`src/rtl/sequential_borrow_subtractor_32bits_if.sv`:
```
// Operand/result handshake bundle for the multi-cycle borrow subtractor.
// The master side drives the operands and consumes the result; the slave side is the subtractor.
interface sequential_borrow_subtractor_32bits_if #(
  parameter int WIDTH = 32
);
  logic             in_valid;
  logic             in_ready;
  logic [WIDTH-1:0] A;
  logic [WIDTH-1:0] B;
  logic             Bin;
  logic             out_valid;
  logic             out_ready;
  logic [WIDTH-1:0] D;
  logic             Bout;
  logic             Ovf;

  modport master (
    output in_valid, A, B, Bin, out_ready,
    input  in_ready, out_valid, D, Bout, Ovf
  );

  modport slave (
    input  in_valid, A, B, Bin, out_ready,
    output in_ready, out_valid, D, Bout, Ovf
  );
endinterface

```
`src/rtl/sequential_borrow_subtractor_32bits.sv`:
```
// Multi-cycle ripple-borrow subtractor: D = A - B - Bin, CHUNK bits per clock,
// with a registered borrow between chunks and valid/ready handshakes on both sides.
module sequential_borrow_subtractor_32bits #(
  parameter int WIDTH = 32,
  parameter int CHUNK = 8
) (
  input logic                             clk,
  input logic                             rst_n,
  sequential_borrow_subtractor_32bits_if.slave bus
);
  localparam int N  = WIDTH / CHUNK;
  localparam int IW = (N > 1) ? $clog2(N) : 1;

  typedef enum logic [1:0] {
    IDLE,
    RUN,
    DONE
  } state_t;

  state_t           state;
  logic [IW-1:0]    idx_q;
  logic             borrow_q;
  logic [WIDTH-1:0] a_q;
  logic [WIDTH-1:0] b_q;
  logic [WIDTH-1:0] d_q;
  logic             bout_q;
  logic             ovf_q;
  logic             in_ready_q;
  logic             out_valid_q;

  logic [CHUNK:0]   diff;
  logic [WIDTH-1:0] d_merged;
  logic             last;
  int               sh;

  // Operand registers shift right each RUN cycle, so the active chunk is always
  // in the low CHUNK bits; on the last cycle their top bits are the original sign bits.
  // NOTE: every variable assigned in always_comb gets a value on every path, otherwise a latch is inferred.
  always_comb begin
    diff     = {1'b0, a_q[CHUNK-1:0]} - {1'b0, b_q[CHUNK-1:0]} - (CHUNK+1)'(borrow_q);
    sh       = int'(idx_q) * CHUNK;
    d_merged = (d_q & ~(WIDTH'({CHUNK{1'b1}}) << sh)) | (WIDTH'(diff[CHUNK-1:0]) << sh);
    last     = (idx_q == IW'(N - 1));
  end

  // NOTE: state registers use non-blocking assignments so every flop samples pre-edge values.
  always_ff @(posedge clk or negedge rst_n) begin
    if (!rst_n) begin
      state       <= IDLE;
      idx_q       <= '0;
      borrow_q    <= 1'b0;
      a_q         <= '0;
      b_q         <= '0;
      d_q         <= '0;
      bout_q      <= 1'b0;
      ovf_q       <= 1'b0;
      in_ready_q  <= 1'b0;
      out_valid_q <= 1'b0;
    end else begin
      case (state)
        IDLE: begin
          in_ready_q <= 1'b1;
          if (bus.in_valid && in_ready_q) begin
            a_q        <= bus.A;
            b_q        <= bus.B;
            borrow_q   <= bus.Bin;
            idx_q      <= '0;
            in_ready_q <= 1'b0;
            state      <= RUN;
          end
        end
        RUN: begin
          d_q      <= d_merged;
          borrow_q <= diff[CHUNK];
          a_q      <= a_q >> CHUNK;
          b_q      <= b_q >> CHUNK;
          idx_q    <= idx_q + IW'(1);
          if (last) begin
            bout_q      <= diff[CHUNK];
            ovf_q       <= (a_q[CHUNK-1] != b_q[CHUNK-1]) && (diff[CHUNK-1] != a_q[CHUNK-1]);
            out_valid_q <= 1'b1;
            state       <= DONE;
          end
        end
        DONE: begin
          if (bus.out_ready) begin
            out_valid_q <= 1'b0;
            in_ready_q  <= 1'b1;
            state       <= IDLE;
          end
        end
        default: state <= IDLE;
      endcase
    end
  end

  assign bus.in_ready  = in_ready_q;
  assign bus.out_valid = out_valid_q;
  assign bus.D         = d_q;
  assign bus.Bout      = bout_q;
  assign bus.Ovf       = ovf_q;
endmodule

```
`src/flat_wrapper.sv`:
```
// flat-port wrapper written by rule: the top's interface ports become plain ports
module sequential_borrow_subtractor_32bits_flat 
#(
  parameter int WIDTH = 32,
  parameter int CHUNK = 8
)
  (clk, rst_n, bus_in_valid, bus_A, bus_B, bus_Bin, bus_out_ready, bus_in_ready, bus_out_valid, bus_D, bus_Bout, bus_Ovf);
  sequential_borrow_subtractor_32bits_if #(.WIDTH(WIDTH)) bus_i ();
  input logic clk;
  input logic rst_n;
  input wire logic [$bits(bus_i.in_valid)-1:0] bus_in_valid;
  input wire logic [$bits(bus_i.A)-1:0] bus_A;
  input wire logic [$bits(bus_i.B)-1:0] bus_B;
  input wire logic [$bits(bus_i.Bin)-1:0] bus_Bin;
  input wire logic [$bits(bus_i.out_ready)-1:0] bus_out_ready;
  output wire logic [$bits(bus_i.in_ready)-1:0] bus_in_ready;
  output wire logic [$bits(bus_i.out_valid)-1:0] bus_out_valid;
  output wire logic [$bits(bus_i.D)-1:0] bus_D;
  output wire logic [$bits(bus_i.Bout)-1:0] bus_Bout;
  output wire logic [$bits(bus_i.Ovf)-1:0] bus_Ovf;
  assign bus_i.in_valid = bus_in_valid;
  assign bus_i.A = bus_A;
  assign bus_i.B = bus_B;
  assign bus_i.Bin = bus_Bin;
  assign bus_i.out_ready = bus_out_ready;
  assign bus_in_ready = bus_i.in_ready;
  assign bus_out_valid = bus_i.out_valid;
  assign bus_D = bus_i.D;
  assign bus_Bout = bus_i.Bout;
  assign bus_Ovf = bus_i.Ovf;
  sequential_borrow_subtractor_32bits #(.WIDTH(WIDTH), .CHUNK(CHUNK)) u_core (.clk(clk), .rst_n(rst_n), .bus(bus_i));
endmodule
```
`config.mk`:
```
export PLATFORM = sky130hd
export DESIGN_NAME = sequential_borrow_subtractor_32bits_flat
export DESIGN_NICKNAME = d
export VERILOG_FILES = /design/src/rtl/sequential_borrow_subtractor_32bits_if.sv /design/src/rtl/sequential_borrow_subtractor_32bits.sv /design/src/flat_wrapper.sv
export SDC_FILE = /design/constraint.sdc
export NUM_CORES = 1
export LEC_CHECK = 0
export ABC_CLOCK_PERIOD_IN_PS = 3480
export CAP_MARGIN = 20
export CELL_PAD_IN_SITES_DETAIL_PLACEMENT = 0
export CELL_PAD_IN_SITES_GLOBAL_PLACEMENT = 1
export CORE_MARGIN = 5
export CORE_UTILIZATION = 40
export DETAILED_ROUTE_END_ITERATION = 7
export GPL_ROUTABILITY_DRIVEN = 0
export PLACE_DENSITY_LB_ADDON = 0.1
export SETUP_SLACK_MARGIN = 0.02
export SYNTH_ARGS = -nofsm -noshare
export SYNTH_HDL_FRONTEND = slang
export SYNTH_SLANG_ARGS = --single-unit
```
`constraint.sdc`:
```
create_clock -name clk -period 3.48 [get_ports clk]
set_clock_uncertainty 0.2 [all_clocks]
set_input_delay 0.696 -clock clk [delete_from_list [all_inputs] [get_ports clk]]
set_output_delay 0.696 -clock clk [all_outputs]
set_load 0.02 [all_outputs]
```
# ---- Word level (Yosys, flattened, before mapping)
# Cells that the tools add are included.
dict set report word_totals {
  word_cells 55
  in_bits 69
  register_bits 105
  out_inout_bits 36
}
dict set report classes {
  add_sub_neg 3
  reduce_logical 11
  shifts 2
  bitwise 3
  n_eq_ne 8
  muxes 18
}
# op count
set op_table {}
lappend op_table {{$pmux W32 S2} 2}
lappend op_table {{$mux W32} 2}
lappend op_table {{$and A32 B32 Y32} 1}
lappend op_table {{$not A32 Y32} 1}
lappend op_table {{$or A32 B32 Y32} 1}
lappend op_table {{$shl A8 B5 Y32} 1}
lappend op_table {{$shl A8 B5 Y32 const A} 1}
lappend op_table {{$sub A8 B8 Y9} 1}
lappend op_table {{$sub A9 B1 Y9} 1}
lappend op_table {{$mux W2} 4}
lappend op_table {{$pmux W1 S2} 3}
lappend op_table {{$pmux W2 S3} 1}
lappend op_table {{$reduce_and A2 Y1} 3}
lappend op_table {{$reduce_and A3 Y1} 2}
lappend op_table {{$reduce_bool A2 Y1} 3}
lappend op_table {{$mux W1} 5}
lappend op_table {{$eq A2 B2 Y1 const B} 2}
lappend op_table {{$ne A2 B1 Y1 const B} 2}
lappend op_table {{$pmux W2 S2} 1}
lappend op_table {{$add A2 B1 Y2 const B} 1}
lappend op_table {{$eq A2 B1 Y1 const B} 1}
lappend op_table {{$logic_and A1 B1 Y1} 2}
lappend op_table {{$logic_not A2 Y1} 1}
lappend op_table {{$ne A1 B1 Y1} 2}
lappend op_table {{$ne A2 B2 Y1 const B} 1}

# ---- Longest topological paths before layout
dict set report logic_depth {
  ltp_word 4
  ltp_mapped 10
  depth_no_buf 10
}

# ---- Least setup slack after synthesis
# Ideal clock, no wire load.
dict set report synth_timing {
  path_type {register -> register}
  start {reg u_core.b_q[0]}
  end {reg u_core.ovf_q (netlist: u_core.bus.Ovf)}
  stages_incl_launch_ff 11
  required_ps 3185
  t_arrival_ps 2352
  period_less_slack_ps 2648
  setup_slack_ps 832
  n_path_buf 0
  setup_time_ps 95
  cell_sequence {dfrtp_1 > inv_1 > fa_1 > inv_1 > ha_1 > o21a_1 > o2111ai_2 > mux2i_1 > a2111o_1 > xnor2_1 > o31ai_1}
}
dict set report synth_between {
  elab_chain_cells 4
}
# item line
set synth_lines {}
lappend synth_lines {{start, declared} sequential_borrow_subtractor_32bits.sv:24} ;# logic [WIDTH-1:0] b_q;
lappend synth_lines {{start signal, assigned} sequential_borrow_subtractor_32bits.sv:65} ;# b_q <= bus.B;
lappend synth_lines {{start signal, assigned} sequential_borrow_subtractor_32bits.sv:76} ;# b_q <= b_q >> CHUNK;
lappend synth_lines {{$sub A8 B8 Y9} sequential_borrow_subtractor_32bits.sv:40} ;# diff = {1'b0, a_q[CHUNK-1:0]} - {1'b0, b_q[CHUNK-1:0]} - (CHUNK+1)'(borrow_q);
lappend synth_lines {{$sub A9 B1 Y9} sequential_borrow_subtractor_32bits.sv:40}
lappend synth_lines {{$ne A1 B1 Y1} sequential_borrow_subtractor_32bits.sv:80} ;# ovf_q <= (a_q[CHUNK-1] != b_q[CHUNK-1]) && (diff[CHUNK-1] != a_q[CHUNK-1]);
lappend synth_lines {{$logic_and A1 B1 Y1} sequential_borrow_subtractor_32bits.sv:80}
lappend synth_lines {{end signal, assigned} sequential_borrow_subtractor_32bits.sv:80}
lappend synth_lines {{end, declared} sequential_borrow_subtractor_32bits.sv:27} ;# logic ovf_q;
# Every way passes these cells.
# A chain may end at the register's enable or synchronous reset.

# ---- Worst setup path after layout
# Ends and elaborated chain as after synthesis.

==> impl_metrics.env <==
export IMPL_groute_layer_met3_usage=0.0404
export IMPL_setup_tns_final_ns=0
export IMPL_gr_usage_met2=0.259
export IMPL_busiest_layer="met2"
export IMPL_holdCritPathClass="input pin to async pin"
export IMPL_syn_area_per_cell_um2=11.2
export IMPL_grt_max_degree=77
export IMPL_num_vias=3467
export IMPL_preCtsSetupSlack_ns=0.641
export IMPL_fp_dieW_um=119
export IMPL_status="finished, final reports clean"
export IMPL_ctsHoldBuffers=0
export IMPL_synth_warnings=0
export IMPL_cts_htree_levels=3
export IMPL_fmax_mhz=353
export IMPL_grt_usage=0.161
export IMPL_netlist_instances=427
export IMPL_required_ns=3.53
export IMPL_yosys_register_bits=105
export IMPL_io_pins=105
export IMPL_dieArea_um2=14300
export IMPL_wirelength_mm=10.9
export IMPL_startpoint_type="flip-flop"
export IMPL_drt_iter0_drc=210
export IMPL_cts_tree="done"
export IMPL_antenna_found_initial=0
export IMPL_fin_crit_ns=2.83
export IMPL_ant_nets=0
export IMPL_yosysUniqueCellTypes=32
export IMPL_cts_buffers=9
export IMPL_dieHeight_um=119
export IMPL_setup_viol=0
export IMPL_drive_gt1_frac=0.0634
export IMPL_netlist_top_cells_count="105 x dfrtp_1, 61 x nand2_1, 52 x o21ai_0, 49 x mux2i_1, 48 x a22o_1"
export IMPL_synth_seq_area_share=0.549
export IMPL_dr_pass1_iters=4
export IMPL_place_detailed_hpwl_mm=8.06
export IMPL_synth_edf_count=0
export IMPL_timing_hold_ws_ns=0.156
export IMPL_fillers=1085
export IMPL_use_met1=0.216
export IMPL_start_util=0.403
export IMPL_criticalPathCategory="flip-flop to flip-flop"
export IMPL_synth_nets=516
export IMPL_vias_per_cell=5.08
export IMPL_powerDensity_nw_per_um2=1080
export IMPL_cp_slowest_cell="fa_1"
export IMPL_synthArstFlopShare=1.00
export IMPL_antenna_cells=0
export IMPL_insertion_delay_ns=0.35
export IMPL_ir_drop_mv=0.444
export IMPL_drc_errors=0
export IMPL_cp_arrival_ns=2.89
export IMPL_drv_cap=0
export IMPL_period_share=0.814
export IMPL_cts_setup_buffers=0
export IMPL_hold_viol=0
export IMPL_total_leakage_power_nw=2.88
export IMPL_nNetsFinal=620
export IMPL_syn_area_um2=4790
export IMPL_synth_main_ff_cell="dfrtp_1"
export IMPL_avgRoutedWirePerCell_um=15.9
export IMPL_synthTopCellsByArea="dfrtp_1 55%, mux2i_1 10%, a22o_1 8.8%"
export IMPL_worst_setup_path_end_kind="flip-flop"
export IMPL_grt_pass1_wl_mm=18.5
export IMPL_tightest_slew_ns=0.924
export IMPL_max_stage_delay_ns=0.57
export IMPL_overflow=0
export IMPL_cp_common_cell="inv_1"
export IMPL_place_area_um2=6030
export IMPL_synth_most_common_cell="dfrtp_1"
export IMPL_post_cts_resized=0
export IMPL_fin_util=0.532
export IMPL_area_growth_pct=31.7
export IMPL_clkTransAtPathRegs_ns=0.07
export IMPL_grt_pass1_vias=3698
export IMPL_fp_coreArea_um2=11900
export IMPL_critPathMaxFanout=5
export IMPL_crit_chain="inv_1, fa_1, inv_1, ha_1, o21a_1, o2111ai_2, mux2i_1, a2111o_1, xnor2_1, o31ai_1"
export IMPL_cts_sinks=105
export IMPL_synth_top_area_share=0.549
export IMPL_ctsRootBufferMaster="clkbuf_16"
export IMPL_timing_rr_start="u_core.b_q[0]"
export IMPL_setup_slack_ns=0.647
export IMPL_row_count=40
export IMPL_rsz0062_at_grt="no"
export IMPL_synth_area_leader_cell="dfrtp_1"
export IMPL_clk_path_buf_depth=2
export IMPL_relSlewSlack=0.379
export IMPL_startpoint="u_core.b_q[0]"
export IMPL_io_buffers=104
export IMPL_finalInstanceArea_um2=6300
export IMPL_slew_viol_final=0
[placed cells by master (no fill, tap or decap), types with 8 or more instances in the layout]
cell	instances
dfrtp_1	105
clkdlybuf4s50_1	103
nand2_1	61
o21ai_0	52
mux2i_1	49
a22o_1	48
inv_1	25
ha_1	18
clkbuf_16	9
buf_4	9
a21oi_1	8
[report_power, final]
| part | internal (mW) | switching (mW) | total (mW) |
|---|---|---|---|
| registers | 1.79 | 0.342 | 2.14 |
| logic | 1.66 | 2.10 | 3.76 |
| clock network | 0.484 | 0.452 | 0.936 |
[worst max-delay path, delay by kind of cell, from the launching register on]
family | cells | cell delay (ns)
compound gates | 4 | 1.08
fa+ha+maj | 2 | 0.75
xor+xnor | 1 | 0.16
flops | 1 | 0.34
mux | 1 | 0.10
buf+inv | 2 | 0.11
[layer usage]
metal / vias up / part of all wire
li1: 1714 / -
met1: 1666 / 0.46
met2: 75 / 0.48
met3: 12 / 0.047
met4: 0 / 0.012
met5: - / 0
[final timing paths]
path | to | slack, ns | depth (start not counted)
worst max-delay path | u_core.bus.Ovf | 0.65 | 10
worst min-delay path | u_core.b_q[21] | 0.16 | 1
worst max register to register | u_core.bus.Ovf | 0.65 | 10
worst min register to register | u_core.b_q[18] | 0.28 | 2
max in group asynchronous | u_core.a_q[10] | 2.20 | 2
min in group clk | u_core.b_q[18] | 0.28 | 2
[cells by family after synthesis]
kind of cell / share of synthesized area
AOI/OAI and AO/OA: 0.169
xor gates and xnor gates: 0.0146
adders and majority gates: 0.0554
buffers and inverters: 0.0379
DFF: 0.549
muxes: 0.102
and+or+nand+nor: 0.0716
[metrics by stage]
step | cells | power, mW
6_report | 683 | 6.83
5_1_grt | 683 | 7.44
4_1_cts | 683 | 6.93
3_5_place_dp | 667 | 5.98
3_3_place_gp | 667 | 5.89
2_1_floorplan | 427 | 4.72
[registers in the layout, summed over array words and instances (netlist names)]
name and flops:
u_core.a_q 32, u_core.b_q 32, u_core.borrow_q 1, u_core.bus.Bout 1, u_core.bus.D 32, u_core.bus.Ovf 1
u_core.bus.in_ready 1, u_core.bus.out_valid 1, u_core.idx_q 2, u_core.state 2
[layout make-up]
class                   count  area [um2]  share of cell area
repair buffers            114        1140               0.181
inverters                  25        93.8              0.0149
flip-flops and latches    105        2630               0.417
multi-input cells         276        1990               0.316
clock inverters             7        46.3             0.00734
clock buffers               9         225              0.0357
well taps                 147         184              0.0292
Power figures use the tool's default switching activity.
